File: config.mk
export PLATFORM = sky130hd
export DESIGN_NAME = cp0_irq_ctrl
export DESIGN_NICKNAME = d
export VERILOG_FILES = /design/src/rtl/cp0_irq_ctrl.sv
export SDC_FILE = /design/constraint.sdc
export NUM_CORES = 1
export LEC_CHECK = 0
export CAP_MARGIN = 5
export CORE_ASPECT_RATIO = 0.7
export CORE_MARGIN = 2
export CORE_UTILIZATION = 33
export CTS_CLUSTER_SIZE = 14
export DETAILED_ROUTE_END_ITERATION = 12
export PLACE_DENSITY = 0.67
export SETUP_SLACK_MARGIN = 0.5
export SLEW_MARGIN = 30
export SYNTH_ARGS = -nofsm -noshare
export SYNTH_HDL_FRONTEND = slang
export SYNTH_SLANG_ARGS = --single-unit
File: constraint.sdc
create_clock -name clk -period 7.3 [get_ports clk]
set_clock_uncertainty 0.15 [all_clocks]
set_input_delay 1.095 -clock clk [delete_from_list [all_inputs] [get_ports clk]]
set_output_delay 1.095 -clock clk [all_outputs]
set_load 0.02 [all_outputs]
File: src/rtl/cp0_irq_ctrl.sv
// cp0_irq_ctrl: CP0 responder with priority interrupt arbitration.
// Handles nesting, the EPC stack, and eret/mfc0/mtc0 requests.
// Ports: clk, rst (sync, active-high), irq_in, take_ok, pc_next,
//   mtc0, mfc0, eret, cp0_sel, wdata -> rdata, int_take,
//   int_vector, eret_pc, in_service.
// Option: define CP0_IRQ_SYNC_EN to add a 2-flop irq_in synchronizer.
module cp0_irq_ctrl #(
    parameter int          NUM_IRQ      = 3,
    parameter logic [31:0] VEC_BASE     = 32'h0000_0100,
    parameter logic [31:0] VEC_STRIDE   = 32'h0000_0010,
    parameter int          GUARD_CYCLES = 2
) (
    input  logic               clk,
    input  logic               rst,
    input  logic [NUM_IRQ-1:0] irq_in,
    input  logic               take_ok,
    input  logic [31:0]        pc_next,
    input  logic               mtc0,
    input  logic               mfc0,
    input  logic               eret,
    input  logic [4:0]         cp0_sel,
    input  logic [31:0]        wdata,
    output logic [31:0]        rdata,
    output logic               int_take,
    output logic [31:0]        int_vector,
    output logic [31:0]        eret_pc,
    output logic [NUM_IRQ-1:0] in_service
);
    localparam int IW = (NUM_IRQ > 1) ? $clog2(NUM_IRQ) : 1;
    localparam int DW = $clog2(NUM_IRQ + 1);
    localparam int GW = (GUARD_CYCLES > 1) ? $clog2(GUARD_CYCLES + 1) : 1;

    typedef enum logic {S_RUN, S_GUARD} state_t;

    state_t             r_state;
    logic [GW-1:0]      r_guard;
    logic [NUM_IRQ:0]   r_status;
    logic [NUM_IRQ-1:0] r_pending;
    logic [NUM_IRQ-1:0] r_in_service;
    logic [NUM_IRQ-1:0] r_irq_prev;
    logic [31:0]        r_epc [NUM_IRQ];
    logic [DW-1:0]      r_depth;

    logic [NUM_IRQ-1:0] w_irq;
    logic [NUM_IRQ-1:0] w_rise;
    logic               w_cand_valid;
    logic [IW-1:0]      w_cand_idx;
    logic [IW-1:0]      w_isr_top;
    logic               w_eligible;
    logic               w_take;
    logic               w_pop;
    logic [DW-1:0]      w_top_idx;
    logic [31:0]        w_top_val;
    logic [NUM_IRQ-1:0] w_pend_clr;
    logic               w_wr_status;
    logic               w_wr_cause;
    logic               w_wr_epc;

`ifdef CP0_IRQ_SYNC_EN
    logic [NUM_IRQ-1:0] r_sync1;
    logic [NUM_IRQ-1:0] r_sync2;

    always_ff @(posedge clk) begin
        if (rst) begin
            r_sync1 <= '0;
            r_sync2 <= '0;
        end else begin
            r_sync1 <= irq_in;
            r_sync2 <= r_sync1;
        end
    end

    assign w_irq = r_sync2;
`else
    assign w_irq = irq_in;
`endif

    assign w_rise = w_irq & ~r_irq_prev;

    // Ascending scans: the last hit is the highest index.
    always_comb begin
        w_cand_valid = 1'b0;
        w_cand_idx   = '0;
        w_isr_top    = '0;
        for (int i = 0; i < NUM_IRQ; i++) begin
            if (r_pending[i] && r_status[i+1]) begin
                w_cand_valid = 1'b1;
                w_cand_idx   = IW'(i);
            end
            if (r_in_service[i]) begin
                w_isr_top = IW'(i);
            end
        end
    end

    assign w_eligible = r_status[0] && w_cand_valid &&
                        (!(|r_in_service) || (w_cand_idx > w_isr_top));

    // eret has priority; the take is re-evaluated next cycle.
    assign w_take = (r_state == S_RUN) && w_eligible && take_ok && !eret;
    assign w_pop  = eret && (r_depth != '0);

    assign w_top_idx = r_depth - 1'b1;
    assign w_top_val = (r_depth != '0) ? r_epc[w_top_idx] : 32'h0;

    assign w_wr_status = mtc0 && (cp0_sel == 5'd12);
    assign w_wr_cause  = mtc0 && (cp0_sel == 5'd13);
    assign w_wr_epc    = mtc0 && (cp0_sel == 5'd14) && (r_depth != '0);

    always_comb begin
        w_pend_clr = '0;
        if (w_wr_cause) w_pend_clr = w_pend_clr | wdata[NUM_IRQ-1:0];
        if (w_take)     w_pend_clr = w_pend_clr | (NUM_IRQ'(1) << w_cand_idx);
    end

    always_ff @(posedge clk) begin
        if (rst) begin
            r_state      <= S_RUN;
            r_guard      <= '0;
            r_status     <= '0;
            r_pending    <= '0;
            r_in_service <= '0;
            r_irq_prev   <= '0;
            r_depth      <= '0;
            for (int i = 0; i < NUM_IRQ; i++) r_epc[i] <= 32'h0;
        end else begin
            r_irq_prev <= w_irq;
            // New edges win over W1C or take clears.
            r_pending  <= (r_pending & ~w_pend_clr) | w_rise;
            if (w_wr_status) r_status <= wdata[NUM_IRQ:0];
            if (w_wr_epc)    r_epc[w_top_idx] <= wdata;

            if (w_take) begin
                r_in_service <= r_in_service | (NUM_IRQ'(1) << w_cand_idx);
                if (r_depth < DW'(NUM_IRQ)) begin
                    r_epc[r_depth] <= pc_next;
                    r_depth        <= r_depth + 1'b1;
                end
            end else if (w_pop) begin
                r_in_service <= r_in_service & ~(NUM_IRQ'(1) << w_isr_top);
                r_depth      <= r_depth - 1'b1;
            end

            case (r_state)
                S_RUN: begin
                    if (w_take) begin
                        r_state <= S_GUARD;
                        r_guard <= GW'(GUARD_CYCLES);
                    end
                end
                S_GUARD: begin
                    if (r_guard <= GW'(1)) begin
                        r_state <= S_RUN;
                        r_guard <= '0;
                    end else begin
                        r_guard <= r_guard - 1'b1;
                    end
                end
                default: r_state <= S_RUN;
            endcase
        end
    end

    always_comb begin
        rdata = 32'h0;
        if (mfc0 && !rst) begin
            case (cp0_sel)
                5'd12:   rdata = 32'(r_status);
                5'd13:   rdata = 32'(r_pending);
                5'd14:   rdata = w_top_val;
                default: rdata = 32'h0;
            endcase
        end
    end

    assign int_take   = w_take && !rst;
    assign int_vector = (!rst && r_state == S_RUN && w_eligible) ?
                        VEC_BASE + 32'(w_cand_idx) * VEC_STRIDE : 32'h0;
    assign eret_pc    = (!rst && eret) ? w_top_val : 32'h0;
    assign in_service = rst ? '0 : r_in_service;

endmodule

==> results of run 1 <==
layer usage:
layer	vias to the layer above	wire length, um	track usage
li1	2632	-	-
met2	224	10300	0.285
met1	2893	10200	0.249
met4	0	295	0.0538
met3	20	1550	0.0411
met5	-	0	0
final cells by class:
class | instances | area, um2
multi-input cells | 432 | 3260
repair buffers | 160 | 1580
inverters | 43 | 161
fillers | 2238 | 13600
clock buffers | 17 | 425
flip-flops and latches | 146 | 4210
clock inverters | 15 | 145
well taps | 318 | 398
critical path, cell delays in order (launching register included):
cell	delay [ns]
dfxtp_1	0.42
nand2_1	0.19
ha_1	0.33
o21ba_2	0.25
o32a_1	0.29
or4b_2	0.73
nor3b_1	0.34
clkdlybuf4s50_1	0.68
stage by stage:
| stage | util | power [mW] | hold WS (ns) |
|---|---|---|---|
| global placement | 0.403 | 1.26 | 0.297 |
| finish | 0.428 | 2.10 | 0.313 |
| global route | 0.428 | 2.17 | 0.345 |
| detailed placement | 0.403 | 1.26 | 0.297 |
| floorplan | - | 1.15 | 0.286 |
| CTS | 0.427 | 2.11 | 0.316 |
cells by family after synthesis:
| group | share of synthesized area |
|---|---|
| fa+ha+maj | 0.0156 |
| buf+inv | 0.0878 |
| simple gates | 0.139 |
| flops | 0.525 |
| mux | 0.143 |
| other cells | 0.000468 |
| compound gates | 0.0897 |
worst paths after layout:
check,cells past startpoint,slack [ns],startpoint,to
worst max-delay path,7,2.40,r_status[3]$_SDFFE_PP0P_,int_take
worst min-delay path,2,0.31,r_irq_prev[0]$_SDFF_PP0_,r_pending[0]$_SDFF_PP0_
worst max register to register,6,3.56,r_depth[1]$_SDFFE_PP0P_,r_epc[0][13]$_DFFE_PP_
worst min register to register,2,0.31,r_irq_prev[0]$_SDFF_PP0_,r_pending[0]$_SDFF_PP0_
state kept, by name, summed over array words and instances, names as in the netlist:
name and count:
r_in_service 3, r_epc 128, r_status 4, r_guard 2, r_irq_prev 3, r_depth 2, r_state 1, r_pending 3
power by group:
group / internal [mW] / switching (mW) / leakage (nW) / total, mW
clock network: 0.477 / 0.381 / 0.272 / 0.858
logic: 0.138 / 0.169 / 1.83 / 0.307
registers: 0.928 / 0.00842 / 1.43 / 0.937
total: 1.54 / 0.558 / 3.53 / 2.10
cells in the mapped netlist, drive strengths merged, types with 3 or more instances:
cell | number | area share
and2 | 8 | 0.0066
a21oi | 4 | 0.0025
o22ai | 3 | 0.0023
nand2 | 58 | 0.027
ha | 10 | 0.016
mux2i | 41 | 0.051
nand3 | 20 | 0.013
clkbuf | 60 | 0.028
a22o | 47 | 0.051
nor3 | 7 | 0.0064
inv | 43 | 0.020
nor2 | 73 | 0.034
mux4 | 32 | 0.090
buf | 47 | 0.040
a211o | 3 | 0.0033
nand2b | 34 | 0.027
o21ai | 19 | 0.012
nor3b | 3 | 0.0028
edfxtp | 128 | 0.48
nor2b | 12 | 0.0094
dfxtp | 18 | 0.045
==> results.txt, run 1 <==
status: finished clean
most common cell after layout, fill and taps aside: clkdlybuf4s50_1
via count: 5769
Setup Viol. Count Final: 0
Initial DRT Pass Iterations: 5
DRC viols: 0
Rows: 47
unrepaired setup endpoints after global routing: no
Mapped Cells: 700
number of global-route vias before repair: 5867
largest fanout on the critical path: 6
largest net degree at the start of global routing: 38
number of synthesized flops with an enable pin: 128
Area Overhead vs Synth: 27.0%
Finished Cell Area: 0.0102 mm2
Cell variety after synth: 56
Slew @ Worst Pin: 0.921 ns
Placed Cells: 1098
Boundary Pins: 178
TritonCTS clock tree: done
ys async rst share: 0
Die H: 134 um
GRT Total Usage: 0.181
Iteration-0 DRC Markers: 429
initial antenna violation count: 0
routed len/inst: 19.8 um
maxcap violations: 0
antenna violation net count after detailed routing: 0
leakage: 3.53 nW
CP arrival: 3.65 ns
max-slew violations: 0
clk sink count: 146
initial cell density of the core: 0.337
clock slew at reported path FFs: 0.06 ns
Synth Warn #: 0
CP Class: register to output port
final wirelength: 22400 um
Placer Congestion: 0.772
setup TNS: 0 ns
HP Class: register to register
most frequent cells in the layout: clkdlybuf4s50_1, edfxtp_1, nor2_1, nand2_1, a22o_1
Setup WS post-layout: 2.40 ns
PortBufs: 148
CTS resizes: 0
Hold Vio Cnt, Final: 0
clk_lat worst skew: 0.43 ns
Core Footprint: 0.0238 mm2
CTS max path bufs: 2
final non-filler cell total: 1131
dpl ws: 2.51 ns
mean area per synthesized cell: 11.4 um2
# diodes: 0
fin crit share: 0.671
Mapped Area: 0.00801 mm2
min Tclk post-route: 4.90 ns
Crit. End Element: output port
Final #Nets: 888
post-DP HPWL: 14000 um
Die Area: 0.0255 mm2
Post-CTS Setup Bufs: 0
Inserted Clock Buffers: 17
Achievable Freq: 204 MHz
Max VDD drop: 0.000190 V
area post-placement: 0.00958 mm2
GRT overflow: 0
Rel. slew slack: 0.386
share of post-route cells with drive strength above 1: 0.118
first-pass GRT wire length: 34400 um
CTS Hold Bufs: 0
worst path required time: 6.05 ns
Cell Pwr Density: 207 mW/mm2
Die W: 190 um
htree depth: 4
CTS root buffer: clkbuf_16
sequential fraction of the synthesis area: 0.525
ys flop type: edfxtp_1
CP Launch Type: register
Vias per Instance: 5.10
flops & latches, synth: 146
Note: power is estimated with default switching activity, not from simulation.
==> inputs of run 2 (changes only) <==
Clock period 7.3 ns to 4.88 ns, I/O delays scaled along.
==> results.txt, run 2 (synthesis gave the netlist of run 1 again) <==
leakage: 3.57 nW
fillcell total: 2240
Final #Nets: 890
min Tclk post-route: 4.22 ns
htree depth: 4
most flop-heavy register: r_epc
final non-filler cell total: 1133
CTS max path bufs: 2
Die W: 190 um
initial antenna violation count: 0
share of post-route cells with drive strength above 1: 0.119
fin crit share: 0.865
CTS Hold Bufs: 0
clk_lat worst skew: 0.41 ns
Hold Vio Cnt, Final: 0
HP Class: register to register
Boundary Pins: 178
TritonCTS clock tree: done
Rel. slew slack: 0.369
largest fanout on the critical path: 6
Max VDD drop: 0.000268 V
Finished Cell Area: 0.0102 mm2
Initial DRT Pass Iterations: 5
Achievable Freq: 237 MHz
Vias per Instance: 5.00
antenna violation net count after detailed routing: 0
Crit. End Element: output port
max-slew violations: 0
Placed Cells: 1101
CTS resizes: 1
number of flip-flops under the largest register name: 128
post-DP HPWL: 13900 um
dpl ws: 0.819 ns
area post-placement: 0.00960 mm2
via count: 5662
Rows: 47
biggest regs: r_epc x128, r_status x4
Die Area: 0.0255 mm2
# diodes: 0
GRT Total Usage: 0.177
Placer Congestion: 0.768
met3 Use GR: 0.0327
Setup WS post-layout: 0.661 ns
clk sink count: 146
PortBufs: 148
routed len/inst: 19.5 um
Cell Pwr Density: 319 mW/mm2
Iteration-0 DRC Markers: 422
largest net degree at the start of global routing: 38
clock slew at reported path FFs: 0.06 ns
Inserted Clock Buffers: 17
CP Launch Type: register
worst path required time: 4.00 ns
status: finished clean
GRT overflow: 0
final wirelength: 22100 um
most common cell after layout, fill and taps aside: clkdlybuf4s50_1
number of global-route vias before repair: 5792
GR peak layer: met2
initial cell density of the core: 0.337
most frequent cells in the layout: clkdlybuf4s50_1, edfxtp_1, nor2_1, nand2_1, a22o_1
Slew @ Worst Pin: 0.947 ns
CP Class: register to output port
Core Footprint: 0.0238 mm2
Post-CTS Setup Bufs: 0
Setup Viol. Count Final: 0
maxcap violations: 0
setup TNS: 0 ns
DRC viols: 0
first-pass GRT wire length: 33700 um
CTS root buffer: clkbuf_16
Die H: 134 um
CP arrival: 3.34 ns
GR Layer Usage met2: 0.280
unrepaired setup endpoints after global routing: no
met1 usage: 0.251
Area Overhead vs Synth: 27.8%
-- run 2: worst max-delay path, cell delays in order, from the launching register on --
cell	delay [ns]
dfxtp_1	0.46
inv_1	0.12
ha_1	0.32
o21ba_2	0.24
o32a_1	0.29
or4b_2	0.73
nor2_1	0.14
clkdlybuf4s50_1	0.61
-- run 2: per-layer routing --
layer,vias up,wire (um)
met5,-,0
met4,0,179
met3,13,1440
met2,212,10200
met1,2800,10400
li1,2637,-
-- run 2: cell type report --
type	count	area (um2)	share of cell area
clock inverter	14	204	0.0199
timing repair buffer	162	1590	0.155
tap	318	398	0.0389
inverter	43	161	0.0158
sequential	146	4210	0.411
multi-input combinational	432	3250	0.318
clock buffer	18	429	0.0419
-- run 2: power breakdown --
| group | internal [mW] | leakage (nW) | switching, mW |
|---|---|---|---|
| Combinational | 0.205 | 1.84 | 0.250 |
| Sequential | 1.39 | 1.43 | 0.0126 |
| Clock | 0.865 | 0.303 | 0.543 |
| Total | 2.46 | 3.57 | 0.806 |
-- run 2: path summary, 6_finish.rpt --
| check | startpoint | to | slack, ns | cells after the start |
|---|---|---|---|---|
| max | r_in_service[2]$_SDFFE_PP0P_ | int_vector[4] | 0.66 | 7 |
| min | r_guard[1]$_SDFFE_PP0P_ | r_guard[1]$_SDFFE_PP0P_ | 0.33 | 2 |
| max reg2reg | r_in_service[2]$_SDFFE_PP0P_ | r_epc[2][14]$_DFFE_PP_ | 1.60 | 7 |
| min reg2reg | r_guard[1]$_SDFFE_PP0P_ | r_guard[1]$_SDFFE_PP0P_ | 0.33 | 2 |
-- run 2: per-stage QoR --
stage / total power, mW / utilization / hold slack (ns)
floorplan: 1.72 / - / 0.286
global placement: 1.88 / 0.404 / 0.293
detailed placement: 1.89 / 0.404 / 0.326
CTS: 3.29 / 0.431 / 0.337
global route: 3.37 / 0.431 / 0.372
finish: 3.27 / 0.431 / 0.331
==> RTL change 1: new RTL, settings of run 2 <==
Put a register stage on the outputs `int_take`, `int_vector`, `eret_pc` and `in_service`, cleared by the reset. The values now appear one clock later. The other outputs are not delayed to match.
--- a/src/rtl/cp0_irq_ctrl.sv
+++ b/src/rtl/cp0_irq_ctrl.sv
@@ -173,11 +173,19 @@
         end
     end
 
-    assign int_take   = w_take && !rst;
-    assign int_vector = (!rst && r_state == S_RUN && w_eligible) ?
-                        VEC_BASE + 32'(w_cand_idx) * VEC_STRIDE : 32'h0;
-    assign eret_pc    = (!rst && eret) ? w_top_val : 32'h0;
-    assign in_service = rst ? '0 : r_in_service;
+    always_ff @(posedge clk) begin
+        if (rst) begin
+            int_take   <= '0;
+            int_vector <= '0;
+            eret_pc    <= '0;
+            in_service <= '0;
+        end else begin
+            int_take   <= w_take && !rst;
+            int_vector <= (!rst && r_state == S_RUN && w_eligible) ? VEC_BASE + 32'(w_cand_idx) * VEC_STRIDE : 32'h0;
+            eret_pc    <= (!rst && eret) ? w_top_val : 32'h0;
+            in_service <= rst ? '0 : r_in_service;
+        end
+    end
 
 endmodule
 
Formal check against the unedited RTL: not equivalent (Yosys sat finds a counterexample within 4 cycles, from zero or initial values and one cycle with rst high).
==> RTL change 1 against run 2 <==
  * Synthesized area is 8.9% higher
  * Sequential cell count increased by 39
  * Sequential share of layout area increased by 4.5 points
  * Die area up 8.6%
  * Setup slack gained 0.036 ns
  * Count of clock-buffer cells in the layout unchanged
  * Non-clock buffer count fell by 1
  * Final area is 6.7% higher
  * Total power is 14% higher
  * Register-to-register slack got worse by 0.49 ns
  * Wire length increased by 5.6%
  * Clock power down 4%
  * Critical path depth stayed put
  * Highest routed layer unchanged
==> RTL change 1: results (changes against run 2) <==
| Metric | Value |
|---|---|
| Worst vdd ir | 0.000231 V (-14%) |
| Largest cells by area after synthesis | edfxtp_1 (44%), dfxtp_1 (13%), mux4_2 (8.3%) |
| Synth Instances | 713 (+1.9%) |
| R2R Setup Slk | 1.11 ns (-0.49 ns) |
| Total Nets Final | 905 (+1.7%) |
| Routing usage on met2 | 27.3% (-0.78 points) |
| Met1 Wirelength | 10900 µm (+5.2%) |
| Cell Pwr Density | 341 nW/µm² (+6.8%) |
| Switching power share of the total | 28.1% (+3.4 points) |
| DR WL met3 | 1520 µm (+5.1%) |
| P_leak | 4.12 nW (+15%) |
| Mux cell area share after synthesis | 14.5% (+0.26 points) |
| WL final | 23400 µm (+5.6%) |
| Fillcell total | 2447 (+9.2%) |
| Biggest regs | r_epc x128, eret_pc x32, r_status x4 |
| Clock insertion delay at the later pin of the skew report | 0.44 ns (+0.03 ns) |
| Highest Clock Rate | 239 MHz (+0.87%) |
| Post-synth top cells | edfxtp_1 (128), nand2_1 (81), nor2_1 (72) |
| CP max stage cell | ha_2 |
| Distinct cells, synth | 50 (-11%) |
| Hold path endpoint | r_pending[1]$_SDFF_PP0_ |
| #FFs+latches synth | 185 (+27%) |
| Outcome | complete, no violations |
| Synth Area in Adders | 1.29% (-0.27 points) |
| DP HPWL | 14600 µm (+5.3%) |
| Met2 WL | 10800 µm (+6.0%) |
| Compound-cell area share of the yosys netlist | 7.94% (-1.0 points) |
| Final non-filler cell total | 1188 (+4.9%) |
[RTL change 1: cell count changes in the layout (fill, tap and decap cells not counted), sizes merged, moves of 4 or more]
cell,run 2,this run
inv,46,52
nand2b,34,4
o21ai,19,3
nand3,20,2
bufinv,4,0
mux2i,41,50
nand4,2,7
dfxtp,18,57
nand2,58,81
and2,8,0
[RTL change 1: logic make-up after synthesis]
family                   Yosys count
AO/OA/AOI/OAI                     80
AND/OR/NAND/NOR                  205
other                              1
flip-flops                       185
adder cells (fa/ha/maj)            9
multiplexers                      86
buffers and inverters            147
[RTL change 1: layout make-up]
type / instances / area [µm²] / share of cell area (%)
Tap cell: 357 / 447 / 4.09
Sequential cell: 185 / 4990 / 45.6
Timing Repair Buffer: 161 / 1580 / 14.4
Clock buffer: 18 / 439 / 4.02
Clock inverter: 14 / 129 / 1.18
Multi-Input combinational cell: 409 / 3180 / 29.1
Inverter: 44 / 165 / 1.51
[RTL change 1: how the worst max path moves through the flow]
stage,start,end,cells past startpoint
floorplan,r_depth[0]$_SDFFE_PP0P_,r_epc[3][0]$_DFFE_PP_,7
global placement,cp0_sel[0],rdata[2],6
detailed placement,cp0_sel[0],rdata[2],6
CTS,r_depth[1]$_SDFFE_PP0P_,rdata[27],7
global route,r_depth[1]$_SDFFE_PP0P_,rdata[27],7
finish,r_depth[1]$_SDFFE_PP0P_,rdata[27],7
[RTL change 1: critical path: cells and delay by family, from the launching register on]
kind / cells / cell delay [ns]
mux: 1 / 0.20
fa+ha+maj: 1 / 0.86
flops: 1 / 0.42
simple gates: 2 / 0.27
buf+inv: 3 / 1.11
==> RTL change 2: new RTL, settings of run 2 <==
Made on the original files. The parameter `NUM_IRQ` goes from 3 to 2.
--- a/src/rtl/cp0_irq_ctrl.sv
+++ b/src/rtl/cp0_irq_ctrl.sv
@@ -5,7 +5,7 @@
 //   int_vector, eret_pc, in_service.
 // Option: define CP0_IRQ_SYNC_EN to add a 2-flop irq_in synchronizer.
 module cp0_irq_ctrl #(
-    parameter int          NUM_IRQ      = 3,
+    parameter int          NUM_IRQ      = 2,
     parameter logic [31:0] VEC_BASE     = 32'h0000_0100,
     parameter logic [31:0] VEC_STRIDE   = 32'h0000_0010,
     parameter int          GUARD_CYCLES = 2
Interface: changed (resized in_service and irq_in); port bits go from 178 to 176. The function was not compared with the original's and may differ.
==> RTL change 2 against run 2 <==
  * Synthesized area shrank 46%
  * Worst hold slack worse by 0.010 ns
  * Final cell count down 40%
  * Wire length decreased by 46%
  * Final area is 40% lower
  * Total power decreased by 48%
  * Setup slack better by 0.077 ns
  * Sequential cell count is 68 lower
==> RTL change 2: results (changes against run 2) <==
| Metric | Value |
|---|---|
| Outcome | complete, no violations |
| PortBufs | 145 (-2.0%) |
| Inst Count DP | 666 (-40%) |
| Setup WS pre-CTS | 0.546 ns (-0.272 ns) |
| Largest cells by area after synthesis | edfxtp_1 (44%), a32o_1 (9.4%), mux2i_1 (8.3%) |
| Worst Tran Pin Value | 0.815 ns (-0.132 ns) |
| Routing usage on met2 | 27.6% (-0.48 points) |
| Initial antenna violation count | 0 (unchanged) |
| Clock insertion delay at the later pin of the skew report | 0.33 ns (-0.08 ns) |
| Synth Instances | 377 (-46%) |
| Routed vias | 3530 (-38%) |
| Post-synth EDFFs | 64 (-50%) |
| Distinct cells, synth | 39 (-30%) |
| R2R Setup Slk | 1.96 ns (+0.36 ns) |
| CTS buffer count | 9 (-8) |
| Ratio of cells with drive above 1 in the final layout | 6.40% (-5.5 points) |
| DRT iter0 DRCs | 262 (-38%) |
| Total Nets Final | 589 (-34%) |
| Worst EP arrival | 3.26 ns (-0.08 ns) |
| Placer congestion estimate | 0.804 (+4.6%) |
| Fillcell total | 1198 (-47%) |
| WL final | 11900 µm (-46%) |
| DP HPWL | 8010 µm (-42%) |
| Sw power | 376 µW (-53%) |
| Hold_ws | 0.321 ns (-0.00996 ns) |
| Root buf cell | clkbuf_16 |
| Number of global-route vias before repair | 3568 (-38%) |
| Hold Path Class | register to register |
| Met1 Use GR | 21.9% (-3.2 points) |
| Async SR Flop Fraction | 0% (unchanged) |
| Final non-filler cell total | 682 (-40%) |
| Pin count of the biggest net entering global routing | 45 (+18%) |
| Worst vdd ir | 0.000144 V (-46%) |
| Drt pass-1 iters | 5 (unchanged) |
| Global-route wire length before repair | 18400 µm (-45%) |
| Cell with the most instances after synthesis | nor2_1 |
| CP max stage cell | clkdlybuf4s50_1 |
| R2r worst-path depth | 5 (-2) |
| Biggest regs | r_epc x64, r_status x3 |
| P_leak | 2.09 nW (-41%) |
| Placed Area | 5770 µm² (-40%) |
| Critical-path maximum fanout | 29 (+23) |
| Sequential fraction of the synthesis area | 50.7% (-1.8 points) |
| H-Tree Depth | 3 (-1) |
| Crit path largest cell delay | 0.63 ns (-0.10 ns) |
| Post-synth top cells | nor2_1 (74), edfxtp_1 (64), a32o_1 (41) |
| Crit path max-delay family | simple AND/OR/NAND/NOR gates |
| Grt met3 use | 5.34% (+2.1 points) |
| Overall Global Routing Usage | 17.0% (-0.68 points) |
==> RTL change 2: cell types whose count changed after synthesis, moves of 10 or more <==
cell,change
edfxtp_1,-64
nand2b_1,-29
nand3_1,-20
inv_1,-39
a32o_1,+40
clkbuf_1,-49
mux4_2,-32
o21ai_1,-10
nand2_1,-53
a22o_1,-23
==> RTL change 2: path summary, 6_finish.rpt <==
| path | from | endpoint |
|---|---|---|
| max | cp0_sel[0] | rdata[16] |
| max reg2reg | r_status[0]$_SDFFE_PP0P_ | r_epc[1][22]$_DFFE_PP_ |
| min | r_irq_prev[1]$_SDFF_PP0_ | r_pending[1]$_SDFF_PP0_ |
| min reg2reg | r_irq_prev[1]$_SDFF_PP0_ | r_pending[1]$_SDFF_PP0_ |
==> RTL change 2: layer usage <==
metal	vias up	part of all wire, %	wire [µm]
li1	1642	-	-
met1	1671	44	5240
met2	203	45	5360
met3	14	9.4	1120
met4	0	1.4	163
met5	-	0	0
==> RTL change 2: final cells by class <==
| cell class | count | area [µm²] | share of cell area (%) |
|---|---|---|---|
| clock buffer | 11 | 233 | 3.81 |
| inverter | 4 | 15.0 | 0.246 |
| multi-input combinational | 262 | 1820 | 29.7 |
| clock inverter | 5 | 97.6 | 1.60 |
| timing repair buffer | 156 | 1530 | 25.1 |
| sequential | 78 | 2200 | 36.1 |
| tap | 166 | 208 | 3.40 |
==> RTL change 2: logic make-up (layout without fill, tap and decap cells) <==
family	count (synthesis)	after routing	share of synthesized area [%]
flops	78	78	50.7
compound gates	80	80	17.0
other cells	1	30	0.0863
mux	39	39	9.07
simple gates	112	112	12.8
buf+inv	66	176	10.1
fa+ha+maj	1	1	0.288
==> RTL change 2: power by group through the flow <==
stage	clock network, mW	registers, mW	logic [mW]
final	0.743	0.748	0.220
after CTS	0.760	0.748	0.221
after global routing	0.786	0.750	0.237
after floorplan	0	0.760	0.127
after global placement	0	0.761	0.217
after detailed placement	0	0.762	0.220
==> RTL change 2: worst min-delay path: stages (launching register included) <==
cell and delay, ns:
dfxtp_1 0.29, inv_1 0.04, a32o_1 0.11
==> RTL change 2: repair_timing <==
action	CTS	global route
setup buffers	0	0
setup endpoints to repair	0	29
resized for setup	0	1
hold buffers	0	0
